==> src/rtl/mlp_weight_sequencer.sv <==
// mlp_weight_sequencer
// Sequences one job for mlp_accelerator. It streams the packed weight and bias
// words into the accelerator's load port, then pulses start and waits for done.
//
// Ports:
//   clk, rst_n            clock, asynchronous active-low reset
//   cfg_go                start a job (pulse); only honoured in IDLE
//   cfg_skip_load         sampled with cfg_go; reuse resident weights
//   cfg_abort             return to IDLE from any state
//   cfg_checksum          (WSEQ_CHECKSUM_EN only) expected sum of the stream
//   s_data/s_valid/s_ready  weight stream input
//   load_mode/load_addr/load_data/load_valid  accelerator load port
//   acc_start/acc_ready/acc_done              accelerator control
//   busy, done, err, words_loaded             host status
//
// Optional feature: define WSEQ_CHECKSUM_EN to add a wrap-around checksum of
// the accepted stream. A mismatch sets err and cancels the run.
module mlp_weight_sequencer #(
    parameter int IN_WIDTH = 32,
    parameter int POS_DIM  = 63,
    parameter int DIR_DIM  = 27,
    parameter int OUT_DIM  = 4,
    parameter int L1_UNITS = 16,
    parameter int L2_UNITS = 16
) (
    input  logic                clk,
    input  logic                rst_n,
    input  logic                cfg_go,
    input  logic                cfg_skip_load,
    input  logic                cfg_abort,
`ifdef WSEQ_CHECKSUM_EN
    input  logic [IN_WIDTH-1:0] cfg_checksum,
`endif
    input  logic [IN_WIDTH-1:0] s_data,
    input  logic                s_valid,
    output logic                s_ready,
    output logic                load_mode,
    output logic [15:0]         load_addr,
    output logic [IN_WIDTH-1:0] load_data,
    output logic                load_valid,
    output logic                acc_start,
    input  logic                acc_ready,
    input  logic                acc_done,
    output logic                busy,
    output logic                done,
    output logic                err,
    output logic [15:0]         words_loaded
);

    localparam logic [2:0] IDLE  = 3'd0;
    localparam logic [2:0] LOAD  = 3'd1;
    localparam logic [2:0] DRAIN = 3'd2;
    localparam logic [2:0] ARM   = 3'd3;
    localparam logic [2:0] RUN   = 3'd4;
    localparam logic [2:0] DONE  = 3'd5;

    // Last column index of each section (sections 0..5 in load order).
    function automatic logic [8:0] cols_m1(input logic [3:0] sec);
        case (sec)
            4'd0:    cols_m1 = 9'(POS_DIM - 1);
            4'd1:    cols_m1 = 9'(L1_UNITS - 1);
            4'd2:    cols_m1 = 9'(L1_UNITS - 1);
            4'd3:    cols_m1 = 9'(L2_UNITS - 1);
            4'd4:    cols_m1 = 9'(L2_UNITS + DIR_DIM - 1);
            default: cols_m1 = 9'(OUT_DIM - 1);
        endcase
    endfunction

    // Last row index of each section; bias sections have a single row.
    function automatic logic [4:0] rows_m1(input logic [3:0] sec);
        case (sec)
            4'd0:    rows_m1 = 5'(L1_UNITS - 1);
            4'd2:    rows_m1 = 5'(L2_UNITS - 1);
            4'd4:    rows_m1 = 5'(OUT_DIM - 1);
            default: rows_m1 = 5'd0;
        endcase
    endfunction

    logic [2:0] state;
    logic [2:0] state_next;
    logic [3:0] section;
    logic [3:0] row;
    logic [7:0] col;
    logic       handshake;
    logic       last_col;
    logic       last_row;
    logic       last_word;
    logic       go_accept;
    logic       sum_ok;

`ifdef WSEQ_CHECKSUM_EN
    logic [IN_WIDTH-1:0] sum;
    logic [IN_WIDTH-1:0] checksum_q;
    logic                err_q;
    assign sum_ok = (sum == checksum_q);
    assign err    = err_q;
`else
    assign sum_ok = 1'b1;
    assign err    = 1'b0;
`endif

    assign s_ready   = (state == LOAD);
    assign load_mode = (state == LOAD) || (state == DRAIN);
    assign busy      = (state != IDLE);
    assign done      = (state == DONE);

    assign handshake = s_valid && s_ready;
    assign last_col  = ({1'b0, col} == cols_m1(section));
    assign last_row  = ({1'b0, row} == rows_m1(section));
    assign last_word = (section == 4'd5) && last_col && last_row;
    assign go_accept = (state == IDLE) && cfg_go && !cfg_abort;

    // Job state machine; abort overrides every other transition.
    always_comb begin
        state_next = state;
        if (cfg_abort) begin
            state_next = IDLE;
        end else begin
            case (state)
                IDLE:    if (cfg_go) state_next = cfg_skip_load ? ARM : LOAD;
                LOAD:    if (handshake && last_word) state_next = DRAIN;
                DRAIN:   state_next = sum_ok ? ARM : IDLE;
                ARM:     if (acc_ready) state_next = RUN;
                RUN:     if (acc_done) state_next = DONE;
                DONE:    state_next = IDLE;
                default: state_next = IDLE;
            endcase
        end
    end

    // Datapath: the load port is registered with one cycle of latency. The
    // address counters walk col, then row, then section. A new job clears the
    // counters and status.
    always_ff @(posedge clk or negedge rst_n) begin
        if (!rst_n) begin
            state        <= IDLE;
            section      <= 4'd0;
            row          <= 4'd0;
            col          <= 8'd0;
            load_addr    <= 16'd0;
            load_data    <= '0;
            load_valid   <= 1'b0;
            acc_start    <= 1'b0;
            words_loaded <= 16'd0;
`ifdef WSEQ_CHECKSUM_EN
            sum          <= '0;
            checksum_q   <= '0;
            err_q        <= 1'b0;
`endif
        end else begin
            state      <= state_next;
            load_valid <= handshake && !cfg_abort;
            acc_start  <= (state == ARM) && acc_ready && !cfg_abort;

            if (handshake) begin
                load_data <= s_data;
                load_addr <= {section, row, col};
                if (words_loaded != 16'hFFFF) begin
                    words_loaded <= words_loaded + 16'd1;
                end
`ifdef WSEQ_CHECKSUM_EN
                sum <= sum + s_data;
`endif
                if (last_col) begin
                    col <= 8'd0;
                    if (last_row) begin
                        row     <= 4'd0;
                        section <= section + 4'd1;
                    end else begin
                        row <= row + 4'd1;
                    end
                end else begin
                    col <= col + 8'd1;
                end
            end

            if (go_accept) begin
                section      <= 4'd0;
                row          <= 4'd0;
                col          <= 8'd0;
                words_loaded <= 16'd0;
`ifdef WSEQ_CHECKSUM_EN
                sum          <= '0;
                checksum_q   <= cfg_checksum;
                err_q        <= 1'b0;
`endif
            end

`ifdef WSEQ_CHECKSUM_EN
            if ((state == DRAIN) && !cfg_abort && !sum_ok) begin
                err_q <= 1'b1;
            end
`endif
        end
    end

endmodule
==> config.mk <==
export PLATFORM = sky130hd
export DESIGN_NAME = mlp_weight_sequencer
export DESIGN_NICKNAME = d
export VERILOG_FILES = /design/src/rtl/mlp_weight_sequencer.sv
export SDC_FILE = /design/constraint.sdc
export NUM_CORES = 1
export LEC_CHECK = 0
export BUFFER_PORTS_ARGS = -buffer_cell sky130_fd_sc_hd__buf_2
export CAP_MARGIN = 20
export CORE_ASPECT_RATIO = 0.8
export CORE_UTILIZATION = 45
export CTS_CLUSTER_SIZE = 24
export DETAILED_ROUTE_END_ITERATION = 6
export PLACE_DENSITY = 0.73
export SLEW_MARGIN = 25
export SYNTH_ARGS = -nofsm -noshare
export SYNTH_HDL_FRONTEND = slang
export SYNTH_SLANG_ARGS = --single-unit
==> constraint.sdc <==
create_clock -name clk -period 4.2 [get_ports clk]
set_input_delay 0.42 -clock clk [delete_from_list [all_inputs] [get_ports clk]]
set_output_delay 0.42 -clock clk [all_outputs]
set_load 0.1 [all_outputs]
==> flow_summary_export.csv, run 1 <==
group,metric,value,unit
clock_network,numCtsBuffers,9,
die,rows,30,
logic_synthesis,synthFlopType,"dfrtp_1",
setup_path,reg2reg_depth,5,
finish,utilization,0.5800,
clock_network,clk_latency,0.34,ns
setup_path,required,4.48,ns
clock_network,post-cts-setup-buffers,0,
setup_path,startpoint_type,"register",
timing,fmaxAchievable,0.4312,GHz
die,start_util,0.4709,
global_routing,grt_pass1_vias,3074,
route,routed_via_density,5.178,
route,drt-total-wl,9079,um
finish,fin_nets,588,
place,portBuffers,109,
setup_path,cp-end-kind,"register",
die,core,8633,um2
logic_synthesis,synth_warnings,0,
min_path,hold_class,"in -> async",
timing,period_share,0.5522,
timing,max_slew.worst_pin.slew,0.9188,ns
setup_path,path_cells,"and4bb_2 > buf_4 > o21ai_2 > or3_1 > nand3_1",
route,detail_route.wl_per_cell,13.80,um
setup_path,r2r_slack,1.88,ns
logic_synthesis,synth_top_area_frac,0.5232,
setup_path,r2r_end,"col[6]$_DFFE_PN0P_",
status,status,"complete, no violations",
logic_synthesis,async_flop_share,1.000,
timing,hold_viol_final,0,
logic_synthesis,postSynthCellCount,442,
clock_network,clock_path_buffers,2,
logic_synthesis,ys_types,61,
logic_synthesis,yosysMostFrequentCell,"nand2_1",
finish,syn_to_final_growth,23.18,%
setup_path,path_buf_inv,1,
timing,rsz0062_at_grt,"no",
clock_network,cts_root_buf,"clkbuf_16",
timing,clock-skew-final,0.008108,ns
logic_synthesis,synth_simple_gate_area_share,0.2906,
timing,setup_tns,0,ns
logic_synthesis,synth_enable_flop_cells,0,
global_routing,antenna_found_initial,0,
logic_synthesis,synthTopCellsByCount,"163 x nand2_1, 85 x dfrtp_1, 24 x nor2_1",
timing,setup_violations,0,
logic_synthesis,synthMuxAreaShare,0.009849,
die,ios,111,
clock_network,clk_pin_slew_worst_paths,0.06,ns
die,dieArea,9420,um2
finish,diodes,0,
setup_path,cpLargestDelayFamily,"simple AND/OR/NAND/NOR gates",
setup_path,max_stage_delay,0.65,ns
job,cap_viol_max_count,0,
logic_synthesis,synth_area_per_cell,9.197,um2
power,p_leak,2.712,nW
die,die_h,87.01,um
clock_network,htreeDepth,3,
die,die_w,108.3,um
global_routing,grt_pass1_wl,14820,um
logic_synthesis,synth_compound_area_frac,0.08249,
power,vdd_drop_max,0.6284,mV
route,drtIter0Drc,162,
power,swShare,0.5192,
place,hpwl,6271,um
global_routing,grt.total_usage,0.2035,
power,power.share.combinational,0.468,
clock_network,cts_tree,"built",
setup_path,cp_max_fo,34,
power,p_sw,1.978,mW
power,clkPwrFrac,0.240,
logic_synthesis,synth_seq_area_share,0.5232,
finish,drive_gt1_frac,0.2692,
logic_synthesis,synth_largest_area_cell,"dfrtp_1",
setup_path,critPathArrivalTime,2.59,ns
logic_synthesis,synth_area_leaders,"dfrtp_1 52%, nand2_1 15%, nor2_1 2.2%",
clock_network,cts_resized,0,
timing,slew_headroom,0.3716,
route,via_count,3407,
setup_path,cpMaxStageDelayCell,"and4bb_2",
clock_network,ctsHoldBuffers,0,
power,power_density,761.0,nW/um2
route,ant_nets,0,
setup_path,critPathKind,"reg -> reg",
route,drc_errors,0,
logic_synthesis,synth_top_family_by_area,"simple AND/OR/NAND/NOR gates",
logic_synthesis,netlist_area,4065,um2
logic_synthesis,synthAdderAreaFrac,0.02155,
place,place_congestion,0.7792,
logic_synthesis,synth_xor_area_frac,0.03632,
timing,final.min_clock_period,2.319,ns
global_routing,grt_max_degree,61,
timing,finalMaxSlewViolations,0,
logic_synthesis,ys_ff_latch,85,
setup_path,reg2reg_from,"state[2]$_DFFE_PN0P_",
global_routing,overflow,0,
setup_path,startpoint,"state[2]$_DFFE_PN0P_",
power,internal_power,1.832,mW
route,first_pass_iters,4,
power,p_seq_frac,0.292,
clock_network,numClockSinks,85,
logic_synthesis,syn_nets,489,
==> layout make-up <==
cell class / count / area, um2
multi-input combinational: 327 / 1800
timing repair buffer: 111 / 563.0
clock inverter: 5 / 107.6
clock buffer: 11 / 242.7
tap: 112 / 140.1
sequential: 85 / 2127
inverter: 7 / 26.28
fill: 776 / 3626
==> through the flow <==
step	instance area, um2	hold slack [ns]	worst slack, ns	power (mW)	std cells
detailed placement	4657	0.4573	1.909	2.918	642
global placement	4652	0.4511	1.694	2.895	642
floorplan	4065	0.1244	1.188	2.632	442
CTS	5007	0.1555	1.871	3.844	658
global route	5007	0.1962	1.699	3.963	658
finish	5007	0.1282	1.881	3.811	658
==> kinds of logic (layout without fill, tap and decap cells) <==
| kind of cell | Yosys count | in the layout |
|---|---|---|
| AOI/OAI and AO/OA | 45 | 45 |
| adders and majority gates | 7 | 7 |
| muxes | 4 | 4 |
| other | 1 | 1 |
| DFF | 85 | 85 |
| buffers and inverters | 30 | 134 |
| xor gates and xnor gates | 16 | 16 |
| and+or+nand+nor | 254 | 254 |
==> worst max path at each step <==
stage / to / slack, ns / cells after the start
finish: col[6]$_DFFE_PN0P_ / 1.88 / 5
global route: state[1]$_DFFE_PN0P_ / 1.70 / 8
CTS: col[6]$_DFFE_PN0P_ / 1.87 / 5
detailed placement: col[6]$_DFFE_PN0P_ / 1.91 / 5
global placement: words_loaded[4]$_DFFE_PN0P_ / 1.69 / 6
floorplan: words_loaded[4]$_DFFE_PN0P_ / 1.19 / 7
==> state kept, by name, indices dropped and copies added (netlist names) <==
signal        flops
load_valid        1
load_addr        16
acc_start         1
row               4
words_loaded     16
load_data        32
section           4
state             3
col               8
==> power by group through the flow <==
stage	Combinational [mW]	Sequential [mW]	Clock, mW
CTS	1.80	1.11	0.938
finish	1.78	1.11	0.914
detailed placement	1.79	1.12	0
floorplan	0.319	2.31	0
global placement	1.78	1.12	0
global route	1.86	1.13	0.965
==> worst reg2reg max path: stages, from the launching register on <==
cell and delay [ns]:
dfrtp_1 0.49, and4bb_2 0.65, buf_4 0.45, o21ai_2 0.20, or3_1 0.38, nand3_1 0.07
==> layout by cell type (no fill, tap or decap), types with 2 or more instances in the layout <==
master     instances
a21oi_1            6
dfrtp_1           85
o21ai_0           12
clkinv_4           2
a22o_1             2
nor2_2             2
xnor2_1            6
a211oi_1           2
nand3_1           14
inv_1              7
o21ai_1            2
bufinv_16          3
clkbuf_16          9
nand2b_1           2
a31oi_2            2
a41oi_1            2
nand4b_1           3
mux2i_1            4
nor3_1             5
nand2_1          163
nor2_1            24
nor2b_1            5
buf_4              3
and3_1            10
nand4_1            7
ha_1               7
buf_2            108
xor2_1             9
and4_1             2
o31ai_1            4
==> layer usage <==
layer,up-vias,track usage,wire length (um)
met5,-,0,0
met3,12,0.04637,572
met4,0,0.07740,97
li1,1663,-,-
met2,99,0.3167,4088
met1,1633,0.2784,4321
(Power assumes the default switching activity.)
==> inputs of run 2 (changes only) <==
- PLACE_DENSITY: 0.73 -> 0.76
- clock period: 4.2 -> 1.9 ns (I/O delays scaled with it)
==> run 2 against run 1 <==
Effect of this change: worst setup slack worse by 2.0 ns; clock skew down 0.0026 ns; sequential cell count did not move; combinational power increased by 130%; clock power grew 97%; worst hold slack worse by 0.092 ns; non-clock buffer count rose by 37; the run now ends with setup timing left; clock-buffer cell count shrank 2; register-to-register slack got worse by 2.0 ns.
==> flow_summary_export.csv, run 2 (synthesis gave the netlist of run 1 again) <==
group,metric,value,unit
status,status,"complete, but fails checks",
status,failed_checks,"setup timing",
power,vdd_drop_max,1.292,mV
timing,timing.hold.ws,0.03578,ns
timing,final.min_clock_period,2.048,ns
route,drtIter0Drc,169,
finish,drive_gt1_frac,0.3739,
die,dieArea,9420,um2
timing,fmaxAchievable,0.4883,GHz
setup_path,required,2.12,ns
die,die_w,108.3,um
clock_network,clock_path_buffers,2,
setup_path,cp_max_fo,4,
route,drc_errors,0,
die,die_h,87.01,um
power,clkPwrFrac,0.216,
die,ios,111,
die,rows,30,
global_routing,grt_max_degree,57,
route,via_count,3628,
clock_network,cts_root_buf,"clkbuf_16",
timing,clock-skew-final,0.005469,ns
clock_network,numCtsBuffers,9,
setup_path,critPathArrivalTime,2.27,ns
finish,diodes,0,
finish,largest-register,"load_data",
clock_network,clk_latency,0.34,ns
job,cap_viol_max_count,0,
place,placed_area,4938,um2
timing,setup_ws,-0.1479,ns
die,core,8633,um2
power,power.share.combinational,0.487,
setup_path,reg2reg_depth,8,
setup_path,startpoint_type,"register",
finish,fin_nets,625,
timing,max_slew.worst_pin.slew,0.7322,ns
min_path,hp-start,"s_data[23]",
route,ant_nets,0,
place,place_congestion,0.8709,
timing,setup_tns,-1.158,ns
power,power_density,1528,nW/um2
route,first_pass_iters,5,
global_routing,antenna_found_initial,0,
clock_network,numClockSinks,85,
route,routed_via_density,5.220,
power,internal_power,3.838,mW
power,swShare,0.5384,
finish,layout_common_cells,"162 x nand2_1, 108 x buf_2, 70 x dfrtp_1, 35 x buf_4, 23 x nor2_1",
power,p_leak,2.883,nW
finish,mostFrequentLayoutCell,"nand2_1",
global_routing,grt_pass1_wl,15930,um
place,post-place-ws,-0.2046,ns
place,portBuffers,109,
finish,top_regs,"load_data (32), load_addr (16), words_loaded (16)",
timing,hold_viol_final,0,
timing,setup_violations,14,
setup_path,reg2reg_from,"section[1]$_DFFE_PN0P_",
setup_path,cp-end-kind,"register",
min_path,hold_class,"in -> reg",
timing,rsz0062_at_grt,"yes",
place,hpwl,6880,um
global_routing,grt_pass1_vias,3417,
global_routing,use_met3,0.05310,
setup_path,r2r_end,"row[2]$_DFFE_PN0P_",
min_path,min_to,"load_data[23]$_DFFE_PN0P_",
setup_path,r2r_slack,-0.15,ns
global_routing,grtUsageMet2,0.3521,
route,drt-total-wl,9898,um
route,detail_route.wl_per_cell,14.24,um
clock_network,cts_tree,"built",
global_routing,overflow,0,
finish,fin_area,5443,um2
finish,largest_register_ffs,32,
finish,syn_to_final_growth,33.89,%
finish,n_fill_cell,718,
clock_network,clk_pin_slew_worst_paths,0.06,ns
die,start_util,0.4709,
timing,finalMaxSlewViolations,0,
setup_path,critPathKind,"reg -> reg",
timing,period_share,1.078,
min_path,hold_depth,3,
timing,slew_headroom,0.5118,
power,p_sw,4.477,mW
global_routing,grt_util_met1,0.2825,
finish,utilization,0.6304,
global_routing,grt.total_usage,0.2165,
power,p_seq_frac,0.296,
clock_network,htreeDepth,3,
global_routing,grt.busiest_layer,"met2",
run 2: cell count changes in the layout (fill, tap and decap cells not counted), moves of 3 or more:
cell / before / now
buf_4: 3 / 35
dfrtp_1: 85 / 70
dfrtp_2: 0 / 9
dfrtp_4: 0 / 6
o21ai_0: 12 / 7
ha_1: 7 / 3
ha_4: 0 / 4
buf_6: 0 / 3
o21ai_1: 2 / 5
run 2: power groups by stage:
stage	sequential (mW)	combinational, mW	clock, mW
floorplan	5.14	0.717	0
global placement	2.47	4.00	0
detailed placement	2.49	4.05	0
CTS	2.47	4.06	1.85
global route	2.51	4.23	1.91
finish	2.46	4.05	1.80
run 2: area by class of cell:
class / instances / area (um2) / area share
clock inverters: 7 / 81.33 / 0.01494
flip-flops and latches: 85 / 2161 / 0.3970
repair buffers: 148 / 867.1 / 0.1593
well taps: 112 / 140.1 / 0.02575
clock buffers: 9 / 225.2 / 0.04138
multi-input cells: 327 / 1942 / 0.3568
inverters: 7 / 26.28 / 0.004828
run 2: metrics by stage:
step	cells	power, mW
2_1_floorplan	442	5.852
3_3_place_gp	669	6.468
3_5_place_dp	669	6.544
4_1_cts	690	8.379
5_1_grt	695	8.661
6_report	695	8.314
run 2: routing by layer:
metal  up-vias  part of all wire  routed length [um]
met4         0             0.018                 178
met1      1730              0.44                4386
li1       1741                 -                   -
met5         -                 0                   0
met2       138              0.47                4691
met3        19             0.065                 641
run 2: critical path, stage by stage, from the launching register on:
cell and delay [ns]:
dfrtp_1 0.39, inv_2 0.06, ha_4 0.16, nor4b_4 0.12, nor4b_2 0.28, nand4_2 0.22
or2_4 0.31, o31ai_2 0.28, a21oi_2 0.09
run 2: what timing repair did:
action,4_1_cts,5_1_grt
gates resized for setup,14,10
hold buffers,1,0
gates cloned,0,0
setup endpoints to repair,16,17
setup buffers,4,5
pin swaps,11,10
endpoints found under the hold margin,55,0
run 2: how the worst max path moves through the flow:
stage	start	endpoint	slack, ns	cells past startpoint
finish	section[1]$_DFFE_PN0P_	row[2]$_DFFE_PN0P_	-0.15	8
floorplan	state[2]$_DFFE_PN0P_	load_addr[15]$_DFFE_PN0P_	-0.43	7
global route	section[1]$_DFFE_PN0P_	section[3]$_DFFE_PN0P_	-0.21	9
CTS	section[1]$_DFFE_PN0P_	section[1]$_DFFE_PN0P_	-0.17	9
global placement	section[0]$_DFFE_PN0P_	row[2]$_DFFE_PN0P_	-0.09	8
detailed placement	section[0]$_DFFE_PN0P_	row[2]$_DFFE_PN0P_	-0.20	8
